File: src/rtl/cg_rvarch_pkg.sv
// Shared rvarch register-file types and defaults.
package cg_rvarch_pkg;

  localparam int unsigned RV_DATA_WIDTH = 32;
  localparam int unsigned RV_DATA_NUM   = 32;

  typedef enum logic {
    CLEAR = 1'b0,
    READY = 1'b1
  } regfile_state_e;

  // Address width for n entries; at least one bit.
  function automatic int unsigned calc_aw(int unsigned n);
    int unsigned w;
    w = 1;
    for (int unsigned i = 1; i < 32; i++) begin
      if ((32'd1 << i) < n) w = i + 1;
    end
    return w;
  endfunction

endpackage

File: src/rtl/cg_rvarch_regfile_mp_if.sv
// Decode/issue and writeback bus of the multi-ported register file.
interface cg_rvarch_regfile_mp_if
  import cg_rvarch_pkg::*;
#(
  parameter int unsigned DATA_WIDTH = RV_DATA_WIDTH,
  parameter int unsigned DATA_NUM   = RV_DATA_NUM,
  parameter int unsigned NUM_RD     = 2,
  parameter int unsigned NUM_WR     = 1
);
  localparam int unsigned AW = calc_aw(DATA_NUM);

  logic [NUM_RD*AW-1:0]         i_rs_addr;
  logic [NUM_RD*DATA_WIDTH-1:0] o_rs_data;
  logic [NUM_RD-1:0]            o_rs_busy;
  logic [NUM_WR-1:0]            i_rd_we;
  logic [NUM_WR*AW-1:0]         i_rd_addr;
  logic [NUM_WR*DATA_WIDTH-1:0] i_rd_data;
  logic                         i_alloc_vld;
  logic [AW-1:0]                i_alloc_addr;
  logic                         o_ready;

  modport slave (
    input  i_rs_addr, i_rd_we, i_rd_addr, i_rd_data, i_alloc_vld, i_alloc_addr,
    output o_rs_data, o_rs_busy, o_ready
  );

  modport master (
    output i_rs_addr, i_rd_we, i_rd_addr, i_rd_data, i_alloc_vld, i_alloc_addr,
    input  o_rs_data, o_rs_busy, o_ready
  );

endinterface

File: src/rtl/cg_rvarch_scoreboard.sv
// Busy-bit scoreboard: writes clear, allocations set; allocation wins on conflict.
module cg_rvarch_scoreboard
  import cg_rvarch_pkg::*;
#(
  parameter int unsigned DATA_NUM = RV_DATA_NUM,
  parameter int unsigned NUM_WR   = 1,
  parameter int unsigned AW       = calc_aw(DATA_NUM)
) (
  input  logic                 clk_i,
  input  logic                 rst_ni,
  input  logic                 alloc_vld_i,
  input  logic [AW-1:0]        alloc_addr_i,
  input  logic [NUM_WR-1:0]    clr_vld_i,
  input  logic [NUM_WR*AW-1:0] clr_addr_i,
  output logic [DATA_NUM-1:0]  busy_o
);

  logic [DATA_NUM-1:0] busy_q, busy_d;

  always_comb begin
    busy_d = busy_q;
    for (int unsigned j = 0; j < NUM_WR; j++) begin
      if (clr_vld_i[j]) busy_d[clr_addr_i[j*AW +: AW]] = 1'b0;
    end
    if (alloc_vld_i) busy_d[alloc_addr_i] = 1'b1;
  end

  always_ff @(posedge clk_i or negedge rst_ni) begin
    if (!rst_ni) busy_q <= '0;
    else         busy_q <= busy_d;
  end

  assign busy_o = busy_q;

endmodule

File: src/rtl/cg_rvarch_regfile_mp.sv
// Multi-ported architectural register file with post-reset clear sequencer,
// optional write bypass, optional hardwired zero register and busy scoreboard.
module cg_rvarch_regfile_mp
  import cg_rvarch_pkg::*;
#(
  parameter int unsigned DATA_WIDTH = RV_DATA_WIDTH,
  parameter int unsigned DATA_NUM   = RV_DATA_NUM,
  parameter int unsigned NUM_RD     = 2,
  parameter int unsigned NUM_WR     = 1,
  parameter bit          ZERO_REG   = 1'b1,
  parameter bit          BYPASS     = 1'b1
) (
  input logic                  i_clk,
  input logic                  i_rst_n,
  cg_rvarch_regfile_mp_if.slave bus
);

  localparam int unsigned AW = calc_aw(DATA_NUM);

  regfile_state_e  state_q;
  logic [AW-1:0]   clr_idx_q;
  logic            ready_q;

  logic [DATA_WIDTH-1:0] mem_q [DATA_NUM];

  logic [NUM_WR-1:0]            we_eff;
  logic                         alloc_eff;
  logic [DATA_NUM-1:0]          busy;
  logic [NUM_RD*DATA_WIDTH-1:0] rs_data;
  logic [NUM_RD-1:0]            rs_busy;

  always_ff @(posedge i_clk or negedge i_rst_n) begin
    if (!i_rst_n) begin
      state_q   <= CLEAR;
      clr_idx_q <= '0;
      ready_q   <= 1'b0;
    end else begin
      case (state_q)
        CLEAR: begin
          clr_idx_q <= clr_idx_q + AW'(1);
          if (clr_idx_q == AW'(DATA_NUM - 1)) begin
            state_q <= READY;
            ready_q <= 1'b1;
          end
        end
        READY: ;
      endcase
    end
  end

  // Writes and allocations only count once READY; address 0 is dropped when hardwired.
  always_comb begin
    we_eff = '0;
    for (int unsigned j = 0; j < NUM_WR; j++) begin
      we_eff[j] = ready_q && bus.i_rd_we[j] &&
                  !(ZERO_REG && (bus.i_rd_addr[j*AW +: AW] == '0));
    end
    alloc_eff = ready_q && bus.i_alloc_vld && !(ZERO_REG && (bus.i_alloc_addr == '0));
  end

  // No per-entry reset: storage is zeroed by the clear sequencer instead.
  always_ff @(posedge i_clk) begin
    if (state_q == CLEAR) begin
      mem_q[clr_idx_q] <= '0;
    end else begin
      for (int unsigned j = 0; j < NUM_WR; j++) begin
        if (we_eff[j]) mem_q[bus.i_rd_addr[j*AW +: AW]] <= bus.i_rd_data[j*DATA_WIDTH +: DATA_WIDTH];
      end
    end
  end

  cg_rvarch_scoreboard #(
    .DATA_NUM (DATA_NUM),
    .NUM_WR   (NUM_WR),
    .AW       (AW)
  ) u_scoreboard (
    .clk_i        (i_clk),
    .rst_ni       (i_rst_n),
    .alloc_vld_i  (alloc_eff),
    .alloc_addr_i (bus.i_alloc_addr),
    .clr_vld_i    (we_eff),
    .clr_addr_i   (bus.i_rd_addr),
    .busy_o       (busy)
  );

  always_comb begin
    rs_data = '0;
    rs_busy = '0;
    for (int unsigned k = 0; k < NUM_RD; k++) begin
      logic [AW-1:0]         ra;
      logic [DATA_WIDTH-1:0] d;
      logic                  b;
      ra = bus.i_rs_addr[k*AW +: AW];
      d  = mem_q[ra];
      b  = busy[ra];
      if (BYPASS) begin
        for (int unsigned j = 0; j < NUM_WR; j++) begin
          if (we_eff[j] && (bus.i_rd_addr[j*AW +: AW] == ra)) begin
            d = bus.i_rd_data[j*DATA_WIDTH +: DATA_WIDTH];
            b = 1'b0;
          end
        end
      end
      if (!ready_q || (ZERO_REG && (ra == '0))) begin
        d = '0;
        b = 1'b0;
      end
      rs_data[k*DATA_WIDTH +: DATA_WIDTH] = d;
      rs_busy[k] = b;
    end
  end

  assign bus.o_rs_data = rs_data;
  assign bus.o_rs_busy = rs_busy;
  assign bus.o_ready   = ready_q;

endmodule
File: src/flat_wrapper.sv
// flat-port wrapper written by rule: the top's interface ports become plain ports
module cg_rvarch_regfile_mp_flat import cg_rvarch_pkg::*;
#(
  parameter int unsigned DATA_WIDTH = RV_DATA_WIDTH,
  parameter int unsigned DATA_NUM   = RV_DATA_NUM,
  parameter int unsigned NUM_RD     = 2,
  parameter int unsigned NUM_WR     = 1,
  parameter bit          ZERO_REG   = 1'b1,
  parameter bit          BYPASS     = 1'b1
)
  (i_clk, i_rst_n, bus_i_rs_addr, bus_i_rd_we, bus_i_rd_addr, bus_i_rd_data, bus_i_alloc_vld, bus_i_alloc_addr, bus_o_rs_data, bus_o_rs_busy, bus_o_ready);
  cg_rvarch_regfile_mp_if #(.DATA_WIDTH(DATA_WIDTH), .DATA_NUM(DATA_NUM), .NUM_RD(NUM_RD), .NUM_WR(NUM_WR)) bus_i ();
  input logic i_clk;
  input logic i_rst_n;
  input wire logic [$bits(bus_i.i_rs_addr)-1:0] bus_i_rs_addr;
  input wire logic [$bits(bus_i.i_rd_we)-1:0] bus_i_rd_we;
  input wire logic [$bits(bus_i.i_rd_addr)-1:0] bus_i_rd_addr;
  input wire logic [$bits(bus_i.i_rd_data)-1:0] bus_i_rd_data;
  input wire logic [$bits(bus_i.i_alloc_vld)-1:0] bus_i_alloc_vld;
  input wire logic [$bits(bus_i.i_alloc_addr)-1:0] bus_i_alloc_addr;
  output wire logic [$bits(bus_i.o_rs_data)-1:0] bus_o_rs_data;
  output wire logic [$bits(bus_i.o_rs_busy)-1:0] bus_o_rs_busy;
  output wire logic [$bits(bus_i.o_ready)-1:0] bus_o_ready;
  assign bus_i.i_rs_addr = bus_i_rs_addr;
  assign bus_i.i_rd_we = bus_i_rd_we;
  assign bus_i.i_rd_addr = bus_i_rd_addr;
  assign bus_i.i_rd_data = bus_i_rd_data;
  assign bus_i.i_alloc_vld = bus_i_alloc_vld;
  assign bus_i.i_alloc_addr = bus_i_alloc_addr;
  assign bus_o_rs_data = bus_i.o_rs_data;
  assign bus_o_rs_busy = bus_i.o_rs_busy;
  assign bus_o_ready = bus_i.o_ready;
  cg_rvarch_regfile_mp #(.DATA_WIDTH(DATA_WIDTH), .DATA_NUM(DATA_NUM), .NUM_RD(NUM_RD), .NUM_WR(NUM_WR), .ZERO_REG(ZERO_REG), .BYPASS(BYPASS)) u_core (.i_clk(i_clk), .i_rst_n(i_rst_n), .bus(bus_i));
endmodule
File: config.mk
export PLATFORM = sky130hd
export DESIGN_NAME = cg_rvarch_regfile_mp_flat
export DESIGN_NICKNAME = d
export VERILOG_FILES = /design/src/rtl/cg_rvarch_pkg.sv /design/src/rtl/cg_rvarch_regfile_mp_if.sv /design/src/rtl/cg_rvarch_scoreboard.sv /design/src/rtl/cg_rvarch_regfile_mp.sv /design/src/flat_wrapper.sv
export SDC_FILE = /design/constraint.sdc
export NUM_CORES = 1
export LEC_CHECK = 0
export BUFFER_PORTS_ARGS = -buffer_cell sky130_fd_sc_hd__buf_2
export CORE_ASPECT_RATIO = 0.75
export CORE_UTILIZATION = 25
export DETAILED_ROUTE_END_ITERATION = 6
export GPL_ROUTABILITY_DRIVEN = 0
export GPL_TIMING_DRIVEN = 0
export PLACE_DENSITY = 0.5
export SLEW_MARGIN = 20
export SYNTH_ARGS = -nofsm -noshare
export SYNTH_HDL_FRONTEND = slang
export SYNTH_SLANG_ARGS = --single-unit
File: constraint.sdc
create_clock -name i_clk -period 3.4 [get_ports i_clk]
set_clock_uncertainty 0.05 [all_clocks]
set_input_delay 0.34 -clock i_clk [delete_from_list [all_inputs] [get_ports i_clk]]
set_output_delay 0.34 -clock i_clk [all_outputs]
set_load 0.02 [all_outputs]
; ---- Yosys cells after proc, flatten, opt, wreduce, memory -nomap -nowiden
; Memories as Yosys holds them, arrays and structs flattened.
; Cells that the tools add are included.
[word_totals]
regBits = 39
ram_bits = 1024
in_bits = 56
out_inout_bits = 67
elab_cells = 65
n_memories = 1
[mem_list]
columns = name, words, width, read_ports, rd_ports_with_merged_regs, wr, line_no
row1 = u_core.mem_q, 32, 32, 2, 0, 1, cg_rvarch_regfile_mp.sv:24  ; logic [DATA_WIDTH-1:0] mem_q [DATA_NUM];
[op_classes]
n_addsub = 1
order_cmp = 6
n_eq_ne = 3
n_mux = 27
bitwise = 4
reduce_logical = 19
[op_table]
columns = operator, count
row1 = $mux W32, 7
row2 = $and A32 B32 Y32, 1
row3 = $not A32 Y32, 1
row4 = $or A32 B32 Y32, 1
row5 = $reduce_or A32 Y1, 1
row6 = $lt A5 B6 Y1 const B, 4
row7 = $logic_not A5 Y1, 4
row8 = $mux W1, 15
row9 = $bmux W1 S5, 2
row10 = $demux W1 S5, 2
row11 = $eq A5 B5 Y1, 2
row12 = $ge A5 B1 Y1 const B, 2
row13 = $logic_and A1 B1 Y1, 8
row14 = $add A5 B1 Y5 const B, 1
row15 = $eq A5 B5 Y1 const B, 1
row16 = $mux W5, 1
row17 = $logic_not A1 Y1, 3
row18 = $logic_or A1 B1 Y1, 2
row19 = $reduce_and A2 Y1, 1
row20 = $not A1 Y1, 1

; ---- Logic depth before layout (Yosys ltp)
; Gate-level depths: netlist (run 1).
[logic_depth]
word_depth = 9
mapped_depth = 10

; ---- Modules after synthesis
; From an unflattened synthesis (run 1), not the netlist that was laid out.
[unflattened]
hier_cells = 2724
area_unflattened_um2 = 50432.1
[by_module_without_submodules]
columns = module, n_inst, cells_per_inst, area_per_inst_um2, seq_area_each_um2
row1 = cg_rvarch_regfile_mp, 1, 2600, 49125.9, 30924.7
row2 = cg_rvarch_scoreboard, 1, 124, 1306.3, 800.8

; ---- Least setup slack after synthesis (run 1)
; OpenSTA, ideal clock, no wires.
[synth_path]
path_type = flip-flop to flip-flop
start = reg u_core.ready_q (netlist: u_core.bus.o_ready)
end = mem u_core.mem_q[21][0] (netlist name), enable pin
arrival_ns = 3.127
required_ns = 2.929
path_slack_ns = -0.198
path_stages_with_launch = 9
synth_period_minus_slack_ns = 3.598
path_cell_list = dfrtp_1 buf_2 nand2_1 a211oi_1 buf_2 buf_2 mux2i_1 nand2_1 nor2_1
[synth_via]
elab_chain_cells = 7
elab_cells_between_ends = 8
[synth_lines]
columns = element, line_no
row1 = "start, declared", cg_rvarch_regfile_mp.sv:22  ; logic ready_q;
row2 = "start signal, assigned", cg_rvarch_regfile_mp.sv:36  ; ready_q <= 1'b0;
row3 = "start signal, assigned", cg_rvarch_regfile_mp.sv:43  ; ready_q <= 1'b1;
row4 = $logic_and A1 B1 Y1 (*) (2 in a row), cg_rvarch_regfile_mp.sv:55  ; we_eff[j] = ready_q && bus.i_rd_we[j] &&
row5 = $mux W1 (*), cg_rvarch_regfile_mp.sv:67  ; if (we_eff[j]) mem_q[bus.i_rd_addr[j*AW +: AW]] <= bus.i_rd_data[j*DATA_WIDTH +: DATA_WIDTH];
row6 = $mux W1 (*), cg_rvarch_regfile_mp.sv:63  ; if (state_q == CLEAR) begin
row7 = $mux W1 (not written as such) (*), cg_rvarch_regfile_mp.sv:67
row8 = $reduce_or A32 Y1 (no source line), n/a
row9 = $mux W5 (no source line) or $mux W1 (tied branches), n/a
row10 = "end, declared", cg_rvarch_regfile_mp.sv:24
; Every way passes the cells marked *; elsewhere a longest branch is shown, timed or not.

; ---- Worst setup path in the final report (run 1)
[layout_path]
start = in bus_i_rs_addr[5]
end = out bus_o_rs_data[61]
[layout_via]
elab_chain_cells = 4
elab_cells_between_ends = 7
[layout_lines]
columns = element, line_no
row1 = "start, declared", flat_wrapper.sv:15  ; input wire logic [$bits(bus_i.i_rs_addr)-1:0] bus_i_rs_addr;
row2 = "parallel branches: the longest is 3 deep, another holds $mem_v2 Z32 W32", n/a
row3 = $mux W32 (*), cg_rvarch_regfile_mp.sv:104  ; if (!ready_q || (ZERO_REG && (ra == '0))) begin
row4 = "end, declared", flat_wrapper.sv:21  ; output wire logic [$bits(bus_i.o_rs_data)-1:0] bus_o_rs_data;
; Every way passes the cells marked *.

==> impl_metrics.py, run 1 <==
metrics = {
    "global_routing": {
        "grt_usage": 0.205,
        "grt_pass1_wl_mm": 280,
        "grt_overflow": 0,
        "grt_max_degree": 40,
        "grt_pass1_vias": 30900,
        "antenna_found_initial": 18,
    },
    "floorplanning": {
        "dieArea_sq_um": 204000,
        "die_y_microns": 391,
        "io_pins": 123,
        "rows": 142,
        "initial_utilization": 0.252,
        "die_w_microns": 521,
        "core_sq_um": 200000,
    },
    "placement": {
        "port_buffers": 114,
        "pre_cts_ws_ps": -1120,
        "dp_hpwl_mm": 150,
    },
    "critical_path": {
        "cp-end-kind": "output port",
        "startpoint_type": "input port",
        "cp_top_family": "buffers and inverters",
        "ff2ff_path_depth": 9,
        "crit_required_ps": 3010,
        "cpMaxStageDelayCell": "a31oi_4",
        "worstPathMaxFanout": 10,
        "cp_num_buf_inv": 6,
        "crit_arrival_ps": 3050,
        "cpMostUsedCell": "buf_2",
        "worstSetupPathType": "in2out",
        "reg2reg_slack_ps": 110,
        "r2r_end": "u_core.mem_q[3][10]$_DFFE_PP_",
        "timing.rr.start": "u_core.state_q$_DFF_PN0_",
        "setup.worst_path.start": "bus_i_rs_addr[5]",
        "crit_chain": "buf_2, buf_12, buf_8, buf_6, o31ai_1, a31oi_4, buf_2, a32o_1, buf_2",
        "cpPeakStageDelay_ps": 460,
    },
    "finish": {
        "multi_input_area_sq_um": 18200,
        "area_growth_pct": 20.4,
        "final_util": 0.304,
        "nets": 3122,
        "drive_gt1_frac": 0.381,
        "fillerInstances": 19600,
        "seqCellArea_sq_um": 31700,
    },
    "outcome": {
        "outcome": "finished, violations left",
        "violations": "negative setup slack",
    },
    "sta": {
        "min_period_ps": 3440,
        "finalSetupViolations": 13,
        "layout_setup_ws_ps": -42.1,
        "fmax_mhz": 291,
        "worstMarginPinSlew_ps": 1100,
        "max_slew_margin": 0.265,
        "layout_worst_path_cycle_share": 1.01,
        "rsz0062_at_grt": "yes",
        "finalHoldViolCount": 0,
        "report.final.slew_viol_count": 0,
    },
    "clocking": {
        "cts_tree": "done",
        "clkSlewWorstSetupHoldPaths_ps": 70,
        "cts.sinks": 1063,
        "cts_inserted_buffers": 100,
        "ctsLongestPathBuffers": 3,
        "h-tree-depth": 3,
        "clock-root-buffer": "clkbuf_16",
        "clock_latency_ps": 700,
    },
    "synthesis": {
        "synth_cell_type_count": 48,
        "synth_area_sq_um": 50500,
        "synth_seq_area_share": 0.629,
        "syn-num-nets": 2806,
        "ys_async_sr_fraction": 0.0367,
        "synth_edf_count": 1024,
        "ys_ff_latch": 1063,
        "synth_area_per_cell_sq_um": 18.4,
        "yosysWarnings": 0,
        "synthFlopType": "edfxtp_1",
        "synth_cells": 2748,
    },
    "routing": {
        "wl_mm": 213,
        "dr.first_iter.drc_count": 5453,
        "vias_per_cell": 5.63,
        "first_pass_iters": 6,
        "dr_total_vias": 32800,
        "wire_per_inst_microns": 36.6,
        "ant_nets": 0,
        "route.detailed.drc": 0,
    },
    "worst_hold_path": {
        "hold_start": "bus_i_alloc_addr[2]",
        "hold_end": "u_core.u_scoreboard.busy_o[11]$_DFF_PN0_",
        "min_path_cells": 3,
        "hold_class": "in2reg",
    },
    "power_and_ir_drop": {
        "peakVddDrop_v": 0.000434,
        "powerDensity_nw_per_um2": 483,
        "cellLeakagePower_uw": 0.0210,
    },
    "job": {
        "maxCapViolCount": 0,
    },
}
[repair_timing]
action	in CTS	in global routing
setup endpoints to repair	976	825
hold buffers	4	0
endpoints found under the hold margin	54	0
gates resized for setup	271	62
gates cloned	0	1
pin swaps	16	9
setup buffers	17	11
[Yosys cell counts, drive strengths merged (39+ instances only)]
cell type  count  area share
edfxtp      1024        0.61
mux4         468        0.21
mux2i        181       0.036
nand2        132      0.0098
buf          119       0.015
a211oi       111       0.017
clkbuf       107      0.0080
o21ai         63      0.0062
o22ai         60      0.0074
nor2          52      0.0039
mux2          47       0.010
nor2b         46      0.0057
a21oi         42      0.0042
dfrtp         39       0.019
[registers in the layout, indices dropped and copies added (netlist names)]
name,count
u_core.mem_q,1024
u_core.u_scoreboard.busy_o,32
u_core.clr_idx_q,5
u_core.bus.o_ready,1
u_core.state_q,1
[layout make-up]
| class | instances | share of cell area |
|---|---|---|
| Tap cell | 2664 | 0.0549 |
| Clock buffer | 128 | 0.0443 |
| Clock inverter | 57 | 0.00919 |
| Buffer | 223 | 0.0285 |
| Antenna cell | 5 | 0.000206 |
| Sequential cell | 1063 | 0.522 |
| Inverter | 6 | 0.000371 |
| Timing Repair Buffer | 217 | 0.0410 |
| Multi-Input combinational cell | 1453 | 0.299 |
[cell usage in the layout, fill, tap and decap left out, drive strengths merged, types with 35 or more instances in the layout]
master  instances
a211oi        111
nor2           52
nand2         132
mux2i         181
mux2           47
a21oi          42
clkinv         46
nor2b          46
mux4          468
and2           35
buf           334
clkbuf        227
edfxtp       1024
o22ai          60
dfrtp          39
o21ai          63
[how the worst max path moves through the flow]
stage | to | cells after the start
after CTS | bus_o_rs_data[28] | 9
after floorplan | u_core.mem_q[21][0]$_DFFE_PP_ | 8
final | bus_o_rs_data[61] | 9
after global placement | u_core.mem_q[15][14]$_DFFE_PP_ | 8
after detailed placement | bus_o_rs_data[5] | 8
after global routing | bus_o_rs_data[62] | 8
[power by group]
part           leakage, uW  total [uW]  internal [uW]  switching (uW)
Clock              0.00158       11500           6290            5250
Combinational      0.00826        3340           1100            2230
Sequential          0.0111       14500          14400            40.5
[worst min-delay path, delay by kind of cell]
kind / cells / cell delay, ps
AOI/OAI and AO/OA: 1 / 70
buffers and inverters: 1 / 180
and+or+nand+nor: 1 / 180
[stage by stage]
step	area, sq um	power [uW]	hold slack [ps]	TNS [ps]	cells
6_report	60700	29400	53.5	-254	5816
3_3_place_gp	54400	17800	423	-2697870	5526
5_1_grt	60700	30000	32.4	-37.2	5814
4_1_cts	60400	29300	10.9	-75.8	5800
2_1_floorplan	50500	16400	-5.59	-28900	2748
3_5_place_dp	56300	17900	434	-423110	5596
[per-layer routing]
| metal | wire length (microns) | GRT usage | vias up |
|---|---|---|---|
| li1 | - | - | 12400 |
| met1 | 88900 | 0.293 | 17600 |
| met2 | 86900 | 0.283 | 2413 |
| met3 | 29400 | 0.0759 | 332 |
| met4 | 7260 | 0.0648 | 10 |
| met5 | 125 | 0.00640 | - |
[cell families after synthesis]
group	after synthesis	synth area share
adders and majority gates	2	0.000496
xor gates and xnor gates	13	0.00226
buffers and inverters	232	0.0233
muxes	696	0.255
DFF	1063	0.629
and+or+nand+nor	321	0.0307
AOI/OAI and AO/OA	421	0.0592
No activity file was read; power rests on OpenSTA's default activity.
==> run 2, diff against run 1 <==
--- a/config.mk
+++ b/config.mk
@@ -11,8 +11,9 @@
 export DETAILED_ROUTE_END_ITERATION = 6
 export GPL_ROUTABILITY_DRIVEN = 0
 export GPL_TIMING_DRIVEN = 0
-export PLACE_DENSITY = 0.5
+export PLACE_DENSITY = 0.49
 export SLEW_MARGIN = 20
 export SYNTH_ARGS = -nofsm -noshare
 export SYNTH_HDL_FRONTEND = slang
+export SYNTH_HIERARCHICAL = 1
 export SYNTH_SLANG_ARGS = --single-unit
==> constraint.sdc (replaced) <==
create_clock -name i_clk -period 3.8 [get_ports i_clk]
set_clock_uncertainty 0.05 [all_clocks]
set_input_delay 0.38 -clock i_clk [delete_from_list [all_inputs] [get_ports i_clk]]
set_output_delay 0.38 -clock i_clk [all_outputs]
set_load 0.02 [all_outputs]
==> run 2 against run 1 <==
Compared with the run above:
- the flow still finishes with violations (negative setup slack)
- utilization shrank 0.098 points
- clock power is essentially flat
- worst setup slack lost 130 ps
- wire length shrank 8.4%
- power shrank 7.8%
- critical path type unchanged
- critical endpoint is now bus_o_rs_data[22]
- largest cell class unchanged
- highest routed layer is now met4
==> impl_metrics.py, run 2 <==
metrics = {
    "outcome": {
        "outcome": "finished, violations left",
        "violations": "negative setup slack",
    },
    "sta": {
        "finalHoldViolCount": 0,
        "worstMarginPinSlew_ps": 1190,
        "fmax_mhz": 252,
        "finalSetupViolations": 20,
        "layout_setup_ws_ps": -171,
        "max_slew_margin": 0.207,
        "report.final.slew_viol_count": 0,
        "min_period_ps": 3970,
        "rsz0062_at_grt": "yes",
        "layout_worst_path_cycle_share": 1.04,
    },
    "global_routing": {
        "grt_usage": 0.189,
        "grt_max_degree": 40,
        "grt_pass1_wl_mm": 264,
        "antenna_found_initial": 10,
        "grt_pass1_vias": 30800,
        "grt_overflow": 0,
    },
    "routing": {
        "wl_mm": 195,
        "dr_total_vias": 31800,
        "route.detailed.drc": 0,
        "ant_nets": 0,
        "wire_per_inst_microns": 33.6,
        "dr.first_iter.drc_count": 4326,
        "vias_per_cell": 5.48,
        "first_pass_iters": 7,
    },
    "finish": {
        "multi_input_area_sq_um": 18200,
        "most-common-layout-cells": "edfxtp_1, mux4_2, mux2i_1",
        "final_util": 0.303,
        "area_growth_pct": 20.0,
        "fillerInstances": 19600,
        "drive_gt1_frac": 0.355,
        "fin_cells": 5800,
        "largest_reg_flops": 1024,
        "final_common_cell": "edfxtp_1",
        "nets": 3089,
        "top_register": "u_core/mem_q",
        "stdcell_area_sq_um": 60500,
        "seqCellArea_sq_um": 31700,
    },
    "critical_path": {
        "crit_required_ps": 3370,
        "worstSetupPathType": "in2out",
        "cp_num_cells": 8,
        "cpMaxStageDelayCell": "a222oi_1",
        "cp_top_family": "buffers and inverters",
        "crit_chain": "buf_2, buf_4, buf_4, buf_8, mux4_2, a222oi_1, a211oi_1, buf_2",
        "cpPeakStageDelay_ps": 920,
        "crit_arrival_ps": 3540,
        "startpoint_type": "input port",
        "worstPathMaxFanout": 19,
        "cp_num_buf_inv": 5,
        "ff2ff_path_depth": 7,
        "cp-end-kind": "output port",
    },
    "synthesis": {
        "synthFlopType": "edfxtp_1",
        "ys_async_sr_fraction": 0.0367,
        "yosysWarnings": 6,
        "ys_ff_latch": 1063,
        "synth_seq_area_share": 0.629,
        "synth_area_per_cell_sq_um": 18.5,
        "synthTopCellsByArea": "edfxtp_1, mux4_2, mux2i_1",
        "synth.most_common_cell": "edfxtp_1",
        "syn-num-nets": 2782,
        "synthXorXnorAreaFrac": 0.00226,
        "synth_fa_ha_area_frac": 0.000496,
        "synth_top_family_by_area": "multiplexers",
        "synth_area_sq_um": 50400,
        "synth_cells": 2724,
        "synth_commonest_cells": "edfxtp_1, mux4_2, mux2i_1, a22oi_1, buf_2",
        "synthSimpleGateAreaFrac": 0.0275,
        "synth_cell_type_count": 58,
        "synth_edf_count": 1024,
        "synth_compound_area_frac": 0.0647,
        "synth_top_area_frac": 0.610,
        "synthMuxAreaShare": 0.255,
        "yosys.area.top_type": "edfxtp_1",
    },
    "floorplanning": {
        "io_pins": 123,
        "core_sq_um": 200000,
        "die_y_microns": 391,
        "rows": 142,
        "initial_utilization": 0.252,
        "die_w_microns": 521,
        "dieArea_sq_um": 204000,
    },
    "clocking": {
        "cts_tree": "done",
        "cts.sinks": 1063,
        "clock-root-buffer": "clkbuf_16",
        "clkSlewWorstSetupHoldPaths_ps": 60,
        "clock_latency_ps": 750,
        "cts_inserted_buffers": 113,
        "ctsLongestPathBuffers": 3,
        "h-tree-depth": 3,
    },
    "power_and_ir_drop": {
        "p_int_uw": 20300,
        "powerDensity_nw_per_um2": 447,
        "combPwrFrac": 0.108,
        "cellLeakagePower_uw": 0.0209,
        "swShare": 0.251,
        "power_frac_seq": 0.479,
        "p_clk_frac": 0.413,
        "peakVddDrop_v": 0.000358,
        "p_switching_uw": 6780,
    },
    "worst_hold_path": {
        "hold_class": "in2reg",
        "min_path_cells": 4,
    },
    "placement": {
        "pre_cts_ws_ps": -681,
        "post_dp_cell_area_sq_um": 56200,
        "dp_hpwl_mm": 141,
        "port_buffers": 114,
        "place_inst": 5568,
    },
    "job": {
        "maxCapViolCount": 0,
    },
}
## run 2: worst paths after layout
check	endpoint	slack, ps	from
worst max-delay path	bus_o_rs_data[22]	-170	bus_i_rs_addr[1]
worst min-delay path	u_core/u_scoreboard/busy_o[28]$_DFF_PN0_	90	bus_i_rd_addr[2]
worst max register to register	u_core/mem_q[12][3]$_DFFE_PP_	300	u_core/bus.o_ready$_DFFE_PN0P_
worst min register to register	u_core/clr_idx_q[0]$_DFFE_PN0N_	450	u_core/clr_idx_q[0]$_DFFE_PN0N_
max in group asynchronous	u_core/u_scoreboard/busy_o[14]$_DFF_PN0_	2800	i_rst_n
min in group asynchronous	u_core/u_scoreboard/busy_o[29]$_DFF_PN0_	290	i_rst_n
## run 2: repair_timing
| item | in CTS | in global routing |
|---|---|---|
| endpoints found under the hold margin | 53 | 0 |
| resized for setup | 124 | 50 |
| setup endpoints to repair | 130 | 174 |
| setup buffers | 11 | 0 |
| hold buffers | 4 | 0 |
| pin swaps | 14 | 7 |
## run 2: worst register-to-register path, delay by kind of cell (launching register included)
kind                   cells  cell delay, ps
AOI/OAI and AO/OA          2            1030
buffers and inverters      3             840
DFF                        1             340
and+or+nand+nor            2             920
## run 2: logic make-up (layout without fill, tap and decap cells)
kind of cell    count (synthesis)  count (layout)
xor+xnor                       13              13
flops                        1063            1063
other cells                     0               8
compound gates                452             452
buf+inv                       227             631
fa+ha+maj                       2               2
mux                           702             702
simple gates                  265             265
## run 2: layout make-up
| class | count | area share |
|---|---|---|
| diodes | 8 | 0.000331 |
| plain buffers | 216 | 0.0211 |
| clock buffers | 137 | 0.0482 |
| clock inverters | 75 | 0.0123 |
| inverters | 7 | 0.000455 |
| multi-input cells | 1434 | 0.301 |
| flip-flops and latches | 1063 | 0.524 |
| well taps | 2664 | 0.0551 |
| repair buffers | 196 | 0.0372 |
## run 2: per-stage QoR
stage | hold WS [ps] | power, uW | TNS, ps
3_3_place_gp | 436 | 15900 | -2697560
5_1_grt | 104 | 27800 | -117
2_1_floorplan | 34.4 | 14700 | 0
3_5_place_dp | 441 | 16000 | -66780
4_1_cts | 40.1 | 27100 | 0
6_report | 88.2 | 27100 | -1210
## run 2: metal layers
metal  vias to the layer above  share of wire  track usage
met3                       334           0.10       0.0512
met5                         -              0            0
li1                      12400              -            -
met1                     17200           0.41        0.256
met4                         0          0.046       0.0811
met2                      1767           0.44        0.283
## run 2: power groups by stage
stage,logic (uW),clock network (uW),registers [uW]
finish,2920,11200,13000
floorplan,1510,0,13200
detailed placement,2780,0,13200
global placement,2710,0,13200
CTS,2840,11300,13000
global route,2990,11800,13000
